[src/rtl/serial_subtractor_if.sv]
// -----------------------------------------------------------------------------
// serial_subtractor_if
// Request/result bundle for the bit-serial subtractor.
//   start : request, honoured only while the engine is idle
//   X, Y  : minuend / subtrahend, captured on the accepting edge
//   D     : difference X - Y mod 2^WIDTH (registered)
//   Bo    : unsigned borrow-out, 1 iff X < Y (registered)
//   busy  : high while an operation is in flight (SHIFT and DONE)
//   done  : one-cycle pulse when D and Bo carry a fresh result
// The master drives the request side; the subtractor is the slave.
// -----------------------------------------------------------------------------
interface serial_subtractor_if #(
  parameter int WIDTH = 4
);
  logic             start;
  logic [WIDTH-1:0] X;
  logic [WIDTH-1:0] Y;
  logic [WIDTH-1:0] D;
  logic             Bo;
  logic             busy;
  logic             done;

  modport master (
    output start, X, Y,
    input  D, Bo, busy, done
  );

  modport slave (
    input  start, X, Y,
    output D, Bo, busy, done
  );
endinterface : serial_subtractor_if

[src/rtl/serial_subtractor.sv]
// -----------------------------------------------------------------------------
// serial_subtractor
// Bit-serial two's-complement subtractor: D = X - Y over WIDTH-bit operands,
// one bit per clock, LSB first, through one full-subtractor cell whose borrow
// is kept in a register between bits.
//
// Ports:
//   clk   : rising-edge clock
//   rst_n : asynchronous active-low reset; discards any operation in flight
//   bus   : serial_subtractor_if.slave (start, X, Y in; D, Bo, busy, done out)
//
// Timing: start accepted at edge E0, bits processed at E1..E_WIDTH, result and
// done visible after E_WIDTH, back to idle after E_WIDTH+1.
// -----------------------------------------------------------------------------
module serial_subtractor #(
  parameter int WIDTH = 4
) (
  input  logic               clk,
  input  logic               rst_n,
  serial_subtractor_if.slave bus
);

  localparam int CNT_W = (WIDTH > 1) ? $clog2(WIDTH) : 1;

  typedef enum logic [1:0] {
    S_IDLE  = 2'd0,
    S_SHIFT = 2'd1,
    S_DONE  = 2'd2
  } state_t;

  // Full-subtractor difference bit.
  function automatic logic fs_diff(input logic x, input logic y, input logic b);
    return x ^ y ^ b;
  endfunction

  // Full-subtractor borrow: borrow when x<y, or when x==y and a borrow arrives.
  function automatic logic fs_borrow(input logic x, input logic y, input logic b);
    return (~x & y) | (~(x ^ y) & b);
  endfunction

  state_t             r_state;
  state_t             w_state_nxt;
  logic [WIDTH-1:0]   r_xs;
  logic [WIDTH-1:0]   r_ys;
  logic [WIDTH-1:0]   r_rs;
  logic               r_b;
  logic [CNT_W-1:0]   r_cnt;
  logic [WIDTH-1:0]   r_d;
  logic               r_bo;
  logic               r_busy;
  logic               r_done;

  logic               w_d_bit;
  logic               w_b_nxt;
  logic [WIDTH-1:0]   w_rs_nxt;
  logic               w_last;

  // The single bit-cell always works on the current LSBs of the operand shifters.
  assign w_d_bit  = fs_diff(r_xs[0], r_ys[0], r_b);
  assign w_b_nxt  = fs_borrow(r_xs[0], r_ys[0], r_b);
  // Result bits enter at the top so after WIDTH shifts bit 0 sits at rs[0].
  assign w_rs_nxt = {w_d_bit, r_rs[WIDTH-1:1]};
  assign w_last   = (r_cnt == CNT_W'(WIDTH - 1));

  // Next-state decode for the IDLE/SHIFT/DONE sequencer.
  always_comb begin
    w_state_nxt = r_state;
    case (r_state)
      S_IDLE: begin
        if (bus.start) begin
          w_state_nxt = S_SHIFT;
        end else begin
          w_state_nxt = S_IDLE;
        end
      end
      S_SHIFT: begin
        if (w_last) begin
          w_state_nxt = S_DONE;
        end else begin
          w_state_nxt = S_SHIFT;
        end
      end
      S_DONE: begin
        w_state_nxt = S_IDLE;
      end
      default: begin
        w_state_nxt = S_IDLE;
      end
    endcase
  end

  // State register.
  always_ff @(posedge clk or negedge rst_n) begin
    if (!rst_n) begin
      r_state <= S_IDLE;
    end else begin
      r_state <= w_state_nxt;
    end
  end

  // Operand/result shifters, borrow, bit counter and the held result.
  always_ff @(posedge clk or negedge rst_n) begin
    if (!rst_n) begin
      r_xs  <= {WIDTH{1'b0}};
      r_ys  <= {WIDTH{1'b0}};
      r_rs  <= {WIDTH{1'b0}};
      r_b   <= 1'b0;
      r_cnt <= {CNT_W{1'b0}};
      r_d   <= {WIDTH{1'b0}};
      r_bo  <= 1'b0;
    end else begin
      case (r_state)
        S_IDLE: begin
          if (bus.start) begin
            r_xs  <= bus.X;
            r_ys  <= bus.Y;
            r_rs  <= {WIDTH{1'b0}};
            r_b   <= 1'b0;
            r_cnt <= {CNT_W{1'b0}};
          end
        end
        S_SHIFT: begin
          r_xs  <= {1'b0, r_xs[WIDTH-1:1]};
          r_ys  <= {1'b0, r_ys[WIDTH-1:1]};
          r_rs  <= w_rs_nxt;
          r_b   <= w_b_nxt;
          r_cnt <= r_cnt + CNT_W'(1);
          // The MSB edge publishes the finished word; D/Bo then hold until
          // the next completion, even across a new start.
          if (w_last) begin
            r_d  <= w_rs_nxt;
            r_bo <= w_b_nxt;
          end
        end
        default: begin
          r_b <= r_b;
        end
      endcase
    end
  end

  // Status flags are registered from the next state so they line up with it.
  always_ff @(posedge clk or negedge rst_n) begin
    if (!rst_n) begin
      r_busy <= 1'b0;
      r_done <= 1'b0;
    end else begin
      r_busy <= (w_state_nxt != S_IDLE);
      r_done <= (w_state_nxt == S_DONE);
    end
  end

  assign bus.D    = r_d;
  assign bus.Bo   = r_bo;
  assign bus.busy = r_busy;
  assign bus.done = r_done;

endmodule : serial_subtractor

[src/flat_wrapper.sv]
// flat-port wrapper written by rule: the top's interface ports become plain ports
module serial_subtractor_flat 
#(
  parameter int WIDTH = 4
)
  (clk, rst_n, bus_start, bus_X, bus_Y, bus_D, bus_Bo, bus_busy, bus_done);
  serial_subtractor_if #(.WIDTH(WIDTH)) bus_i ();
  input  logic clk;
  input  logic rst_n;
  input wire logic [$bits(bus_i.start)-1:0] bus_start;
  input wire logic [$bits(bus_i.X)-1:0] bus_X;
  input wire logic [$bits(bus_i.Y)-1:0] bus_Y;
  output wire logic [$bits(bus_i.D)-1:0] bus_D;
  output wire logic [$bits(bus_i.Bo)-1:0] bus_Bo;
  output wire logic [$bits(bus_i.busy)-1:0] bus_busy;
  output wire logic [$bits(bus_i.done)-1:0] bus_done;
  assign bus_i.start = bus_start;
  assign bus_i.X = bus_X;
  assign bus_i.Y = bus_Y;
  assign bus_D = bus_i.D;
  assign bus_Bo = bus_i.Bo;
  assign bus_busy = bus_i.busy;
  assign bus_done = bus_i.done;
  serial_subtractor #(.WIDTH(WIDTH)) u_core (.clk(clk), .rst_n(rst_n), .bus(bus_i));
endmodule
[config.mk]
export PLATFORM = sky130hd
export DESIGN_NAME = serial_subtractor_flat
export DESIGN_NICKNAME = d
export VERILOG_FILES = /design/src/rtl/serial_subtractor_if.sv /design/src/rtl/serial_subtractor.sv /design/src/flat_wrapper.sv
export SDC_FILE = /design/constraint.sdc
export NUM_CORES = 1
export LEC_CHECK = 0
export ABC_AREA = 1
export BUFFER_PORTS_ARGS = -buffer_cell sky130_fd_sc_hd__buf_2
export CAP_MARGIN = 20
export CORE_MARGIN = 1
export CORE_UTILIZATION = 30
export DETAILED_ROUTE_END_ITERATION = 7
export SLEW_MARGIN = 20
export SYNTH_ARGS = -nofsm -noshare
export SYNTH_HDL_FRONTEND = slang
export SYNTH_SLANG_ARGS = --single-unit
export TNS_END_PERCENT = 10
[constraint.sdc]
create_clock -name clk -period 1.1 [get_ports clk]
set_input_delay 0.11 -clock clk [delete_from_list [all_inputs] [get_ports clk]]
set_output_delay 0.11 -clock clk [all_outputs]
set_load 0.05 [all_outputs]
Word level (Yosys, flattened, before mapping):

Cells that the tools add are included.

* $add $sub $neg: 1
* $mul: 0
* divide/modulo/power cells: 0
* magnitude comparators: 0
* equal/unequal tests: 4
* shift-type cells: 0
* mux-type cells: 13
* bitwise operators: 7
* reductions and logical operators: 5

Operators by type and width (count)
* $pmux 4 s2: 3
* $mux 4: 3
* $pmux 2 s2: 2
* $eq 2x2->1 const B: 2
* $mux 2: 2
* $reduce_and 2->1: 2
* $reduce_bool 2->1: 2
* $add 2x1->2 const B: 1
* $and 1x1->1: 2
* $eq 2x1->1 const B: 1
* $logic_not 2->1: 1
* $mux 1: 2
* $ne 2x2->1 const B: 1
* $not 1->1: 2
* $pmux 1 s2: 1
* $xor 1x1->1: 2
* $or 1x1->1: 1

* register bits: 24
* latch bits: 0
* memory bits (writable): 0
* ROM bits: 0
* bits of input ports: 11
* output and inout bits: 7
* word-level logic and storage cells: 40
* memories kept: 0

Depth between registers and ports, before layout:

Gate-level depths: netlist of the first run.

* depth in word-level cells: 5
* depth in mapped cells: 8
* gate-level depth less buffers: 6

Worst setup path before layout of the first run:

No wires, ideal clock.

* path type: flip-flop to flip-flop
* start point: register u_core.r_ys[0]
* end point: register u_core.r_rs[3]
* setup time: 0.083 ns
* arrival time: 1.058 ns
* setup slack: -0.041 ns
* stages on the path, launching flop included: 5
* path buffers: 0
* cells stage by stage: dfrtp_1 inv_1 fa_1 inv_1 o21ai_0

* cells in the longest elaborated chain, start to end: 3

Ends and longest elaborated chain
* start, declared: line serial_subtractor.sv:44 `logic [WIDTH-1:0] r_ys;`
* start signal, assigned: line serial_subtractor.sv:105 `r_ys <= {WIDTH{1'b0}};`
* start signal, assigned: line serial_subtractor.sv:116 `r_ys <= bus.Y;`
* start signal, assigned: line serial_subtractor.sv:124 `r_ys <= {1'b0, r_ys[WIDTH-1:1]};`
* $xor 1x1->1 (2 in a row): line serial_subtractor.sv:33 `return x ^ y ^ b;`
* named net u_core.w_d_bit: line serial_subtractor.sv:53 `logic w_d_bit;`
* $pmux 4 s2: line serial_subtractor.sv:112 `case (r_state)`
* end signal, assigned: line serial_subtractor.sv:106 `r_rs <= {WIDTH{1'b0}};`
* end signal, assigned: line serial_subtractor.sv:117 `r_rs <= {WIDTH{1'b0}};`
* end signal, assigned: line serial_subtractor.sv:125 `r_rs <= w_rs_nxt;`
* end, declared: line serial_subtractor.sv:45 `logic [WIDTH-1:0] r_rs;`

The timed path passes the listed nets, and every way through them passes these cells.
A chain may end at the register's enable or synchronous reset.

Worst setup path in the final report of the first run:

* start point: register u_core.r_ys[0]
* end point: register u_core.r_d[3], in the netlist u_core.bus.D[3]

* cells in the longest elaborated chain, start to end: 2

Ends and longest elaborated chain
* $xor 1x1->1 (2 in a row): line serial_subtractor.sv:33
* named net u_core.w_d_bit: line serial_subtractor.sv:53
* end signal, assigned: line serial_subtractor.sv:109 `r_d <= {WIDTH{1'b0}};`
* end signal, assigned: line serial_subtractor.sv:131 `r_d <= w_rs_nxt;`
* end, declared: line serial_subtractor.sv:48 `logic [WIDTH-1:0] r_d;`

The timed path passes the listed nets, and every way through them passes these cells.

==> results of run 1 <==
-- critical path: stages, from the launching register on --
cell and delay (ps):
dfrtp_1 380, inv_2 40, fa_1 540, inv_2 40, o21ai_1 110
-- state kept, by name, summed over array words and instances, names as in the netlist --
register and count:
u_core.r_b 1, u_core.bus.D 4, u_core.r_cnt 2, u_core.r_rs 3, u_core.bus.Bo 1, u_core.r_ys 4
u_core.r_state 2, u_core.bus.done 1, u_core.r_xs 4, u_core.bus.busy 1
-- timing repair --
item,CTS,global route
cloned,0,0
hold buffers,3,0
endpoints found under the setup margin,9,14
endpoints found under the hold margin,25,0
gates resized for setup,2,6
buffers inserted,0,1
-- cells by family after synthesis --
group / Yosys count / synth area share
AND/OR/NAND/NOR: 61 / 0.246
adder cells (fa/ha/maj): 2 / 0.0331
buffers and inverters: 14 / 0.0738
AO/OA/AOI/OAI: 11 / 0.0623
flip-flops: 23 / 0.585
-- where the power goes --
part           switching (mW)  internal (mW)
Combinational            1.08          0.552
Clock                   0.247          0.136
Sequential              0.197           1.20
Total                    1.53           1.88
-- stage by stage --
| step | instance area, sq um | utilization | TNS, ps | setup WS [ps] |
|---|---|---|---|---|
| final | 1200 | 0.391 | -110 | -62.3 |
| after global routing | 1200 | 0.391 | -608 | -122 |
| after detailed placement | 1120 | 0.365 | -103 | -58.2 |
| after floorplan | 983 | - | -6.16 | -3.09 |
| after global placement | 1120 | 0.365 | -34.0 | -18.6 |
| after CTS | 1180 | 0.383 | -149 | -75.5 |
-- cell usage after synthesis --
| cell type | count |
|---|---|
| buf_4 | 3 |
| inv_1 | 9 |
| nor2_1 | 1 |
| buf_2 | 1 |
| o21ai_1 | 4 |
| fa_1 | 1 |
| nand2_2 | 1 |
| o21ai_0 | 5 |
| buf_6 | 1 |
| o21bai_1 | 1 |
| nand2_1 | 51 |
| o21ai_2 | 1 |
| dfrtp_1 | 23 |
| ha_1 | 1 |
| nand3_1 | 8 |
-- per-layer routing --
| layer | vias to the layer above | GRT usage | part of all wire |
|---|---|---|---|
| met5 | - | 0 | 0 |
| met4 | 0 | 0.0306 | 0.0056 |
| met3 | 2 | 0.0459 | 0.058 |
| met2 | 26 | 0.178 | 0.43 |
| met1 | 362 | 0.151 | 0.50 |
| li1 | 390 | - | - |
-- worst max path at each step --
stage,from,endpoint,slack (ps),depth (start not counted)
finish,u_core.r_ys[0],u_core.bus.D[3],-60,4
global route,u_core.r_ys[0],u_core.r_rs[3],-120,4
CTS,u_core.r_ys[0],u_core.bus.D[3],-80,4
detailed placement,u_core.r_ys[0],u_core.bus.D[3],-60,4
global placement,u_core.r_ys[0],u_core.bus.D[3],-20,4
floorplan,u_core.r_ys[0],u_core.bus.D[3],-3,4
-- area by class of cell --
class / count / area, sq um / share of cell area
flip-flops and latches: 23 / 576 / 0.478
multi-input cells: 74 / 343 / 0.285
repair buffers: 26 / 170 / 0.141
well taps: 44 / 55.1 / 0.0457
inverters: 9 / 33.8 / 0.0280
clock buffers: 3 / 22.5 / 0.0187
clock inverters: 1 / 5.00 / 0.00415
==> results.toml, run 1 <==
[critical_path]
worst_r2r_endpoint = "u_core.bus.D[3]"
rr_startpoint = "u_core.r_ys[0]"
r2r_slack_ps = -60
cp_max_fo = 2
worstSetupStartpointType = "register"
critPathArrivalTime_ps = 1410
crit_required_ps = 1350
critPathCaptureType = "register"
crit_type = "reg2reg"
worstRegToRegCells = 4

[finish]
nets = 150
final_cell_mix = "nand2_1, dfrtp_1, buf_2, nand3_1, inv_1"
layout_commonest_cell = "nand2_1"
stdcell_count = 180
layout-drive-gt1-share = 0.243
antenna-diode-count = 0
area_growth_pct = 22.5
fillers = 326

[worst_hold_path]
min_from = "bus_Y[0]"
whs_endpoint = "u_core.r_ys[0]"
hp-class = "in2reg"
hold_depth = 5

[sta]
setup_viol = 2
fin_crit_sh = 1.06
final.min_clock_period_ps = 1160
worstMarginPinSlew_ps = 501
fmax_mhz = 860
final-hold-violation-count = 0
slew_headroom = 0.666
clock_skew_ps = 6.10
holdWs_ps = 87.1
timing.final.ws_setup_ps = -62.3
slew_violations = 0
rsz0062_at_grt = "yes"

[detailed_routing]
drt-total-wl_mm = 1.80
initialDrtViolationCount = 33
wl_per_cell_um = 9.99
drc = 0
antenna_left = 0
vias = 780
first_pass_iters = 4
viasPerCell = 4.33

[clock_network]
cts-root-buf = "clkbuf_4"
clockBufferDepth = 2
cts.htree.levels = 1
clk_latency_ps = 310
tritoncts = "yes"
numClockSinks = 23
clk_pin_slew_ps = 120
numCtsBuffers = 3

[pwr]
p_total_mw = 3.41
pwr_density_cell_nw_per_um2 = 2830
ir_drop_v = 0.00108
leakagePower_nw = 0.659

[yosys]
avgSynthCellArea_sq_um = 8.86
synth_top_area_frac = 0.585
synth_top_area_cell = "dfrtp_1"
synth_cell_types = 15
synth_fp_nets = 124
synth.area.top_cells = "dfrtp_1, nand2_1, nand3_1"
yosysWarnings = 0
synth-seq-cells = 23
syn_inst = 111
synthesis.area_sq_um = 983
ys_seq_area_frac = 0.585

[global_route]
grt_pass1_vias = 693
grt_max_degree = 24
grt_remaining_overflow = 0
antenna_found_initial = 0
grt_pass1_wl_mm = 2.98
grt_util_all_layers = 0.116

[floorplanning]
start_util = 0.320
dieWidth_um = 59.3
die_area_sq_um = 3510
core_region_area_sq_um = 3080
chipHeight_um = 59.3
rows = 20
ios = 18

[place]
dp.cells = 172
gp_congestion = 0.695
hpwl_mm = 1.27
io_buffers = 17

[flow_run]
drv_cap = 0

[run_status]
status = "complete, but fails checks"
violations = "setup timing"
(Power assumes the default switching activity.)
==> inputs of run 2 (changes only) <==
CAP_MARGIN = 30   (was 20)
SLEW_MARGIN = 40   (was 20)
clock period = 1.5 ns   (was 1.1 ns; I/O delays follow)
==> results.toml, run 2 (synthesized netlist as in run 1, its figures left out) <==
[run_status]
status = "complete, no violations"

[finish]
area_growth_pct = 16.4
layout_commonest_cell = "nand2_1"
nets = 144
antenna-diode-count = 0
postLayoutCoreUtil = 0.372
final_cell_mix = "nand2_1, dfrtp_1, buf_2, inv_1, nand3_1"
layout-drive-gt1-share = 0.192

[detailed_routing]
vias = 728
drt-total-wl_mm = 1.72
first_pass_iters = 4
antenna_left = 0
initialDrtViolationCount = 35
drc = 0
viasPerCell = 4.18
wl_per_cell_um = 9.87

[sta]
clock_skew_ps = 7.53
setup_viol = 0
fin_crit_sh = 0.880
slew_headroom = 0.669
finalSetupTns_ps = 0
final-hold-violation-count = 0
rsz0062_at_grt = "no"
fmax_mhz = 757
timing.final.ws_setup_ps = 179
final.min_clock_period_ps = 1320
slew_violations = 0
worstMarginPinSlew_ps = 496

[worst_hold_path]
hp-class = "in2reg"
hold_depth = 3

[global_route]
grt_remaining_overflow = 0
met1_usage = 0.151
top_usage_layer = "met2"
grtUsageMet3 = 0.0480
grt_pass1_vias = 716
use_met2 = 0.191
grt_pass1_wl_mm = 3.06
grt_max_degree = 24
grt_util_all_layers = 0.118
antenna_found_initial = 0

[critical_path]
crit_type = "reg2reg"
critPathArrivalTime_ps = 1520
worstSetupStartpointType = "register"
worstRegToRegCells = 4
crit_required_ps = 1700
critPathCaptureType = "register"
slowest_stage = "dfrtp_1"
cp_max_fo = 11
max_stage_delay_ps = 390
path_cells = "inv_1 -> nand3_1 -> nand2_1 -> o21ai_1"

[pwr]
p_total_mw = 2.39
ir_drop_v = 0.000762
pwr_density_cell_nw_per_um2 = 2090
leakagePower_nw = 0.629

[clock_network]
numClockSinks = 23
clk_latency_ps = 310
cts.htree.levels = 1
clockBufferDepth = 2
postCtsSetupBuffers = 0
tritoncts = "yes"
clk_pin_slew_ps = 120
cts-root-buf = "clkbuf_4"
numCtsBuffers = 3

[place]
gp_congestion = 0.688
io_buffers = 17
hpwl_mm = 1.22
dpl_worst_slack_ps = 66.9

[floorplanning]
dieWidth_um = 59.3
start_util = 0.320
ios = 18
die_area_sq_um = 3510
rows = 20
core_region_area_sq_um = 3080
chipHeight_um = 59.3

[flow_run]
drv_cap = 0
-- run 2: per-stage QoR --
step                area, sq um  hold slack (ps)  cells
CTS                        1140             24.0    174
global route               1140             43.1    174
global placement           1100              144    169
detailed placement         1100              148    169
floorplan                   983             -146    111
finish                     1140             30.5    174
-- run 2: where the power goes --
group | internal [mW] | total, mW | switching (mW)
Combinational | 0.323 | 1.10 | 0.775
Clock | 0.0996 | 0.280 | 0.180
Sequential | 0.877 | 1.01 | 0.135
Total | 1.30 | 2.39 | 1.09
-- run 2: what timing repair did --
action,in CTS,in global routing
endpoints found under the hold margin,23,0
endpoints found under the setup margin,0,6
resized for setup,0,1
hold buffers,1,0
-- run 2: path summary, 6_finish.rpt --
check                                   from              end  slack (ps)
max                        u_core.r_state[1]  u_core.bus.D[1]         180
min                                 bus_Y[3]   u_core.r_ys[3]          30
max reg2reg                u_core.r_state[1]  u_core.bus.D[1]         180
min reg2reg                   u_core.r_rs[1]  u_core.bus.D[0]         490
max in group asynchronous              rst_n   u_core.r_xs[1]         840
min in group asynchronous              rst_n  u_core.bus.D[0]         320
-- run 2: critical path: cells and delay by family, from the launching register on --
family | cells | cell delay (ps)
AOI/OAI and AO/OA | 1 | 70
DFF | 1 | 390
and+or+nand+nor | 2 | 500
buffers and inverters | 1 | 230
-- run 2: cell type report --
cell class / instances / area (sq um)
tap: 44 / 55.1
clock inverter: 1 / 5.00
clock buffer: 3 / 22.5
inverter: 9 / 33.8
timing repair buffer: 20 / 110
fill: 338 / 1930
sequential: 23 / 576
multi-input combinational: 74 / 343
-- run 2: per-layer routing --
metal	vias to the layer above	wire, um
li1	380	-
met1	327	829
met2	19	785
met3	2	89
met4	0	13
met5	-	0
